--- src/rtl/mem_pkg.sv ---
// Shared widths and controller state encoding for the memory responder slice.
package mem_pkg;
  localparam int ADDR_W = 8;
  localparam int DATA_W = 8;
  localparam int WAIT_W = 4;

  typedef enum logic [1:0] {
    LOAD,
    IDLE,
    WAIT,
    ACCESS
  } state_e;
endpackage

--- src/rtl/mem_responder_if.sv ---
// CPU access bus, program-loader stream and debug state for mem_responder.
// CPU side: req is a level sampled only in IDLE; ready is a one-cycle completion pulse, rdata valid from that cycle on.
interface mem_responder_if;
  import mem_pkg::*;

  logic              req;
  logic              we;
  logic [ADDR_W-1:0] addr;
  logic [DATA_W-1:0] wdata;
  logic [DATA_W-1:0] rdata;
  logic              ready;
  logic              busy;
  logic              load_valid;
  logic [DATA_W-1:0] load_data;
  logic              load_last;
  logic              load_ready;
  logic              load_done;
  state_e            dbg_state;

  modport slave (
    input  req, we, addr, wdata, load_valid, load_data, load_last,
    output rdata, ready, busy, load_ready, load_done, dbg_state
  );

  modport master (
    output req, we, addr, wdata, load_valid, load_data, load_last,
    input  rdata, ready, busy, load_ready, load_done, dbg_state
  );
endinterface

--- src/rtl/mem_array.sv ---
// 256x8 single-port storage: synchronous write, registered read port that holds between reads.
module mem_array
  import mem_pkg::*;
#(
  parameter int DEPTH = 256
) (
  input  logic              clk,
  input  logic              rst_n,
  input  logic              en,
  input  logic              we,
  input  logic [ADDR_W-1:0] addr,
  input  logic [DATA_W-1:0] wdata,
  output logic [DATA_W-1:0] rdata
);
  logic [DATA_W-1:0] mem [DEPTH];
  logic [DATA_W-1:0] rdata_q, rdata_d;

  always_comb begin
    rdata_d = rdata_q;
    if (en && !we) rdata_d = mem[addr];
  end

  always_ff @(posedge clk) begin
    if (!rst_n) rdata_q <= '0;
    else        rdata_q <= rdata_d;
  end

  // Contents survive reset; only a write coinciding with reset is dropped.
  always_ff @(posedge clk) begin
    if (rst_n && en && we) mem[addr] <= wdata;
  end

  assign rdata = rdata_q;
endmodule

--- src/rtl/mem_responder.sv ---
// Wait-state memory slave for a simple CPU bus with an optional program loader.
// Define MEM_RESPONDER_LOADER_EN to build the loader; without it the block leaves reset in IDLE.
module mem_responder
  import mem_pkg::*;
#(
  parameter int WAIT_STATES = 1,
  parameter int DEPTH       = 256
) (
  input  logic           clk,
  input  logic           rst_n,
  mem_responder_if.slave bus
);
  localparam logic [WAIT_W-1:0] WAIT_INIT = WAIT_W'(WAIT_STATES);
`ifdef MEM_RESPONDER_LOADER_EN
  localparam state_e RESET_STATE = LOAD;
`else
  localparam state_e RESET_STATE = IDLE;
`endif

  state_e            state_q, state_d;
  logic [ADDR_W-1:0] addr_q, addr_d;
  logic              we_q, we_d;
  logic [DATA_W-1:0] wdata_q, wdata_d;
  logic [WAIT_W-1:0] wait_q, wait_d;
  logic              ready_q, ready_d;
  logic              mem_en, mem_we;
  logic [ADDR_W-1:0] mem_addr;
  logic [DATA_W-1:0] mem_wdata;
  logic [DATA_W-1:0] mem_rdata;
`ifdef MEM_RESPONDER_LOADER_EN
  logic [ADDR_W-1:0] load_ptr_q, load_ptr_d;
  logic              load_done_q, load_done_d;
`else
  logic              unused_load;
  assign unused_load = ^{bus.load_valid, bus.load_data, bus.load_last};
`endif

  always_comb begin
    state_d   = state_q;
    addr_d    = addr_q;
    we_d      = we_q;
    wdata_d   = wdata_q;
    wait_d    = wait_q;
    ready_d   = 1'b0;
    mem_en    = 1'b0;
    mem_we    = 1'b0;
    mem_addr  = addr_q;
    mem_wdata = wdata_q;
`ifdef MEM_RESPONDER_LOADER_EN
    load_ptr_d  = load_ptr_q;
    load_done_d = load_done_q;
`endif
    unique case (state_q)
      LOAD: begin
`ifdef MEM_RESPONDER_LOADER_EN
        if (bus.load_valid) begin
          mem_en     = 1'b1;
          mem_we     = 1'b1;
          mem_addr   = load_ptr_q;
          mem_wdata  = bus.load_data;
          load_ptr_d = load_ptr_q + 1'b1;
          // The pointer never wraps: the byte at the top address ends the load.
          if (bus.load_last || (load_ptr_q == '1)) begin
            state_d     = IDLE;
            load_done_d = 1'b1;
          end
        end
`else
        state_d = IDLE;
`endif
      end
      IDLE: begin
        if (bus.req) begin
          addr_d  = bus.addr;
          we_d    = bus.we;
          wdata_d = bus.wdata;
          wait_d  = WAIT_INIT;
          state_d = (WAIT_STATES == 0) ? ACCESS : WAIT;
        end
      end
      WAIT: begin
        wait_d = wait_q - 1'b1;
        if (wait_q == WAIT_W'(1)) state_d = ACCESS;
      end
      ACCESS: begin
        mem_en  = 1'b1;
        mem_we  = we_q;
        ready_d = 1'b1;
        state_d = IDLE;
      end
      default: state_d = RESET_STATE;
    endcase
  end

  always_ff @(posedge clk) begin
    if (!rst_n) begin
      state_q <= RESET_STATE;
      addr_q  <= '0;
      we_q    <= 1'b0;
      wdata_q <= '0;
      wait_q  <= '0;
      ready_q <= 1'b0;
`ifdef MEM_RESPONDER_LOADER_EN
      load_ptr_q  <= '0;
      load_done_q <= 1'b0;
`endif
    end else begin
      state_q <= state_d;
      addr_q  <= addr_d;
      we_q    <= we_d;
      wdata_q <= wdata_d;
      wait_q  <= wait_d;
      ready_q <= ready_d;
`ifdef MEM_RESPONDER_LOADER_EN
      load_ptr_q  <= load_ptr_d;
      load_done_q <= load_done_d;
`endif
    end
  end

  mem_array #(.DEPTH(DEPTH)) u_mem (
    .clk   (clk),
    .rst_n (rst_n),
    .en    (mem_en),
    .we    (mem_we),
    .addr  (mem_addr),
    .wdata (mem_wdata),
    .rdata (mem_rdata)
  );

  assign bus.rdata     = mem_rdata;
  assign bus.ready     = ready_q;
  assign bus.busy      = (state_q != IDLE);
  assign bus.dbg_state = state_q;
`ifdef MEM_RESPONDER_LOADER_EN
  assign bus.load_ready = (state_q == LOAD);
  assign bus.load_done  = load_done_q;
`else
  assign bus.load_ready = 1'b0;
  assign bus.load_done  = 1'b1;
`endif
endmodule

--- src/flat_wrapper.sv ---
// flat-port wrapper written by rule: the top's interface ports become plain ports
module mem_responder_flat import mem_pkg::*;
#(
  parameter int WAIT_STATES = 1,
  parameter int DEPTH       = 256
)
  (clk, rst_n, bus_req, bus_we, bus_addr, bus_wdata, bus_load_valid, bus_load_data, bus_load_last, bus_rdata, bus_ready, bus_busy, bus_load_ready, bus_load_done, bus_dbg_state);
  mem_responder_if bus_i ();
  input  logic clk;
  input  logic rst_n;
  input wire logic [$bits(bus_i.req)-1:0] bus_req;
  input wire logic [$bits(bus_i.we)-1:0] bus_we;
  input wire logic [$bits(bus_i.addr)-1:0] bus_addr;
  input wire logic [$bits(bus_i.wdata)-1:0] bus_wdata;
  input wire logic [$bits(bus_i.load_valid)-1:0] bus_load_valid;
  input wire logic [$bits(bus_i.load_data)-1:0] bus_load_data;
  input wire logic [$bits(bus_i.load_last)-1:0] bus_load_last;
  output wire logic [$bits(bus_i.rdata)-1:0] bus_rdata;
  output wire logic [$bits(bus_i.ready)-1:0] bus_ready;
  output wire logic [$bits(bus_i.busy)-1:0] bus_busy;
  output wire logic [$bits(bus_i.load_ready)-1:0] bus_load_ready;
  output wire logic [$bits(bus_i.load_done)-1:0] bus_load_done;
  output wire logic [$bits(bus_i.dbg_state)-1:0] bus_dbg_state;
  assign bus_i.req = bus_req;
  assign bus_i.we = bus_we;
  assign bus_i.addr = bus_addr;
  assign bus_i.wdata = bus_wdata;
  assign bus_i.load_valid = bus_load_valid;
  assign bus_i.load_data = bus_load_data;
  assign bus_i.load_last = bus_load_last;
  assign bus_rdata = bus_i.rdata;
  assign bus_ready = bus_i.ready;
  assign bus_busy = bus_i.busy;
  assign bus_load_ready = bus_i.load_ready;
  assign bus_load_done = bus_i.load_done;
  assign bus_dbg_state = bus_i.dbg_state;
  mem_responder #(.WAIT_STATES(WAIT_STATES), .DEPTH(DEPTH)) u_core (.clk(clk), .rst_n(rst_n), .bus(bus_i));
endmodule
--- config.mk ---
export PLATFORM = sky130hd
export DESIGN_NAME = mem_responder_flat
export DESIGN_NICKNAME = d
export VERILOG_FILES = /design/src/rtl/mem_pkg.sv /design/src/rtl/mem_responder_if.sv /design/src/rtl/mem_array.sv /design/src/rtl/mem_responder.sv /design/src/flat_wrapper.sv
export SDC_FILE = /design/constraint.sdc
export NUM_CORES = 2
export LEC_CHECK = 0
export BUFFER_PORTS_ARGS = -buffer_cell sky130_fd_sc_hd__buf_2
export CORE_ASPECT_RATIO = 0.8
export CORE_MARGIN = 2
export CORE_UTILIZATION = 59
export CTS_BUF_LIST = sky130_fd_sc_hd__clkbuf_4
export DETAILED_ROUTE_END_ITERATION = 8
export PLACE_DENSITY = 0.78
export SLEW_MARGIN = 25
export SYNTH_ARGS = -nofsm -noshare
export SYNTH_HDL_FRONTEND = slang
export SYNTH_SLANG_ARGS = --single-unit
--- constraint.sdc ---
create_clock -name clk -period 4.7 [get_ports clk]
set_clock_uncertainty 0.2 [all_clocks]
set_input_delay 0.235 -clock clk [delete_from_list [all_inputs] [get_ports clk]]
set_output_delay 0.235 -clock clk [all_outputs]
set_load 0.02 [all_outputs]
==> results.toml <==
[die]
die_width_um = 418
initial_core_util_pct = 59.4
row_count = 121
die_h_um = 335
io_pins = 44
coreArea_mm2 = 0.136
die_area_mm2 = 0.140

[clock_network]
clockBufferDepth = 4
postCtsSetupBuffers = 0
clk_latency_ns = 1.44
clockRootBuffer = "clkbuf_4"
cts_tree = "yes"
cts_hold_buffers = 73
post_cts_resized = 0
numCtsBuffers = 476
cts.sink_count = 2080
cts.htree.levels = 5
clk_pin_slew_ns = 0.09

[sta]
drv_slew = 0
finalSetupViolCount = 0
rsz0062_at_grt = "no"
period_needed_ns = 4.15
max_freq_mhz = 241
finalHoldViolCount = 0
tightest_slew_ns = 1.09
slew_headroom_pct = 27.2
setup_tns_ns = 0
min_period_over_period_pct = 88.4

[critical_path]
worst_setup_path_start_kind = "flip-flop"
worst_r2r_endpoint = "u_core.u_mem.rdata[2]"
rr_worst_depth = 8
r2r-start = "u_core.addr_q[0]"
rrSetupSlack_ns = 0.55
cpPeakStageDelay_ns = 1.04
critPathSlowestCell = "dfxtp_4"
critPathTopFamily = "compound AO/OA/AOI/OAI gates"
cp_num_buf_inv = 2
required_ns = 5.71
crit_cells = 8
crit_fanout = 34
path_cells = "buf_12 > buf_4 > mux4_2 > a22o_1 > a221oi_1 > a31oi_1 > nor4_1 > a41oi_1"
criticalPathCategory = "reg -> reg"
endpoint = "u_core.u_mem.rdata[2]"
crit_start = "u_core.addr_q[0]"
cp.arrival_ns = 5.17
crit_path_end_kind = "flip-flop"

[global_routing]
grt_max_degree = 161
grt_overflow = 0
grt_pass1_wl_mm = 295
antenna_found_initial = 2
first_global_vias = 43500
grt_usage_pct = 29.4

[routing]
drtIter0Drc = 6877
wl_per_cell_um = 30.7
vias = 43800
drc = 0
via_per_inst = 6.59
wl_mm = 204
antenna_left = 0
first_pass_iters = 6

[yosys]
yosysWarnings = 0
synth-edff-count = 2048
yosysSeqAreaShare_pct = 76.9
synth_top_cell_area_share_pct = 76.1
async_flop_share_pct = 0
yosys-top-cells-area = "edfxtp_1, mux4_2, nor2_1"
synth_top_area_cell = "edfxtp_1"
yosys.cell_types.count = 65
ys_seq_elements = 2080
netlist_area_mm2 = 0.0808
avgSynthCellArea_um2 = 20.9
synthCells = 3867
syn_nets = 3903
synth_ff_type = "edfxtp_1"

[final_layout]
fin_area_mm2 = 0.0911
final_nets = 4524
area_growth_pct = 12.7
drive_gt1_share_pct = 33.0
final_cell_mix = "edfxtp_1, clkbuf_4, mux4_2"
seqCellArea_mm2 = 0.0622
fill_cells = 8349
final_common_cell = "edfxtp_1"
multi_input_area_mm2 = 0.0173

[power]
power.density_mw_per_mm2 = 461
vdd_drop_max_v = 0.000336
power_leakage_nw = 29.2

[flow_run]
max-cap-violations = 0

[place]
place.gp.congestion = 0.894
hpwl_mm = 122
placed_cell_area_mm2 = 0.0844
portBuffers = 31

[run_status]
status = "completed"

[hold_path]
hold_class = "reg -> reg"
cells by family (layout without fill, tap and decap cells):
group / after synthesis / after routing / synth area share (%)
fa+ha+maj: 6 / 6 / 0.0929
simple gates: 609 / 609 / 3.20
buf+inv: 251 / 1239 / 1.74
compound gates: 302 / 302 / 2.68
mux: 617 / 617 / 15.4
flops: 2080 / 2080 / 76.9
other cells: 2 / 13 / 0.00929
flip-flops by register name, summed over array words and instances, names as in the netlist:
signal                cells
u_core.wait_q             4
u_core.we_q               1
u_core.bus.dbg_state      2
u_core.bus.ready          1
u_core.addr_q             8
u_core.mem_wdata          8
u_core.u_mem.rdata        8
u_core.u_mem.mem       2048
worst register-to-register path: cells and delay by family, from the launching register on:
kind	cells	cell delay [ns]
compound gates	4	1.16
buf+inv	2	0.63
flops	1	1.04
mux	1	0.53
simple gates	1	0.41
cell usage after synthesis, types with 4 or more instances:
cell      count
edfxtp_1   2048
mux4_2      501
nor2_1      287
nand2_1     180
mux2i_1     104
buf_2        78
clkbuf_1     73
o22ai_1      55
buf_4        50
o21ai_0      40
nor3_1       35
a22oi_1      34
dfxtp_1      32
nand3_1      32
a31oi_1      24
buf_6        24
a21oi_1      22
o221ai_1     20
a21boi_0     18
nor2b_1      18
a32oi_1      15
buf_1        15
mux2_2       12
nand4_1      12
a211oi_1      9
inv_1         9
a221oi_1      8
a32o_1        7
nor4_1        7
a311oi_1      6
and3_1        6
ha_1          6
nand2b_1      6
and2_1        5
nand3b_1      5
o211ai_1      4
o21a_1        4
o22a_1        4
or3b_2        4
report_power, final:
group / leakage (nW) / switching, mW / total, mW / internal (mW)
clock: 3.58 / 6.89 / 14.0 / 7.11
combinational: 6.53 / 4.02 / 6.40 / 2.37
sequential: 19.1 / 0.468 / 21.7 / 21.2
layout make-up:
type / instances / area share (%)
flip-flops and latches: 2080 / 68.2
multi-input cells: 1536 / 19.0
clock buffers: 726 / 5.98
repair buffers: 383 / 3.70
well taps: 1783 / 2.45
clock inverters: 119 / 0.574
inverters: 11 / 0.0508
diodes: 11 / 0.0302
worst min-delay path by stage:
| stage | from | endpoint | cells after the start |
|---|---|---|---|
| 2_1_floorplan | bus_addr[3] | u_core.addr_q[3] | 2 |
| 3_3_place_gp | bus_addr[3] | u_core.addr_q[3] | 3 |
| 3_5_place_dp | bus_addr[5] | u_core.addr_q[5] | 3 |
| 4_1_cts | bus_req | u_core.wait_q[0] | 6 |
| 5_1_grt | u_core.mem_wdata[5] | u_core.u_mem.mem[77][5] | 0 |
| 6_report | u_core.mem_wdata[5] | u_core.u_mem.mem[79][5] | 0 |
per-layer routing:
| layer | up-vias | global-route usage, % | wire, um |
|---|---|---|---|
| li1 | 17600 | - | - |
| met5 | - | 0 | 0 |
| met4 | 0 | 12.2 | 7990 |
| met2 | 3523 | 42.4 | 91500 |
| met1 | 22100 | 41.3 | 73800 |
| met3 | 510 | 10.6 | 30500 |
metrics by stage:
step	utilization [%]	hold slack [ns]	worst slack [ns]	power, mW	cells
floorplan	-	0.180	0.247	25.9	3867
global placement	62.0	0.281	0.820	28.0	5719
detailed placement	62.0	0.288	0.747	28.1	5719
CTS	66.9	0.222	0.673	42.0	6637
global route	67.0	0.310	0.549	43.4	6642
finish	67.0	0.316	0.546	42.1	6649
Note: power is estimated with default switching activity, not from simulation.
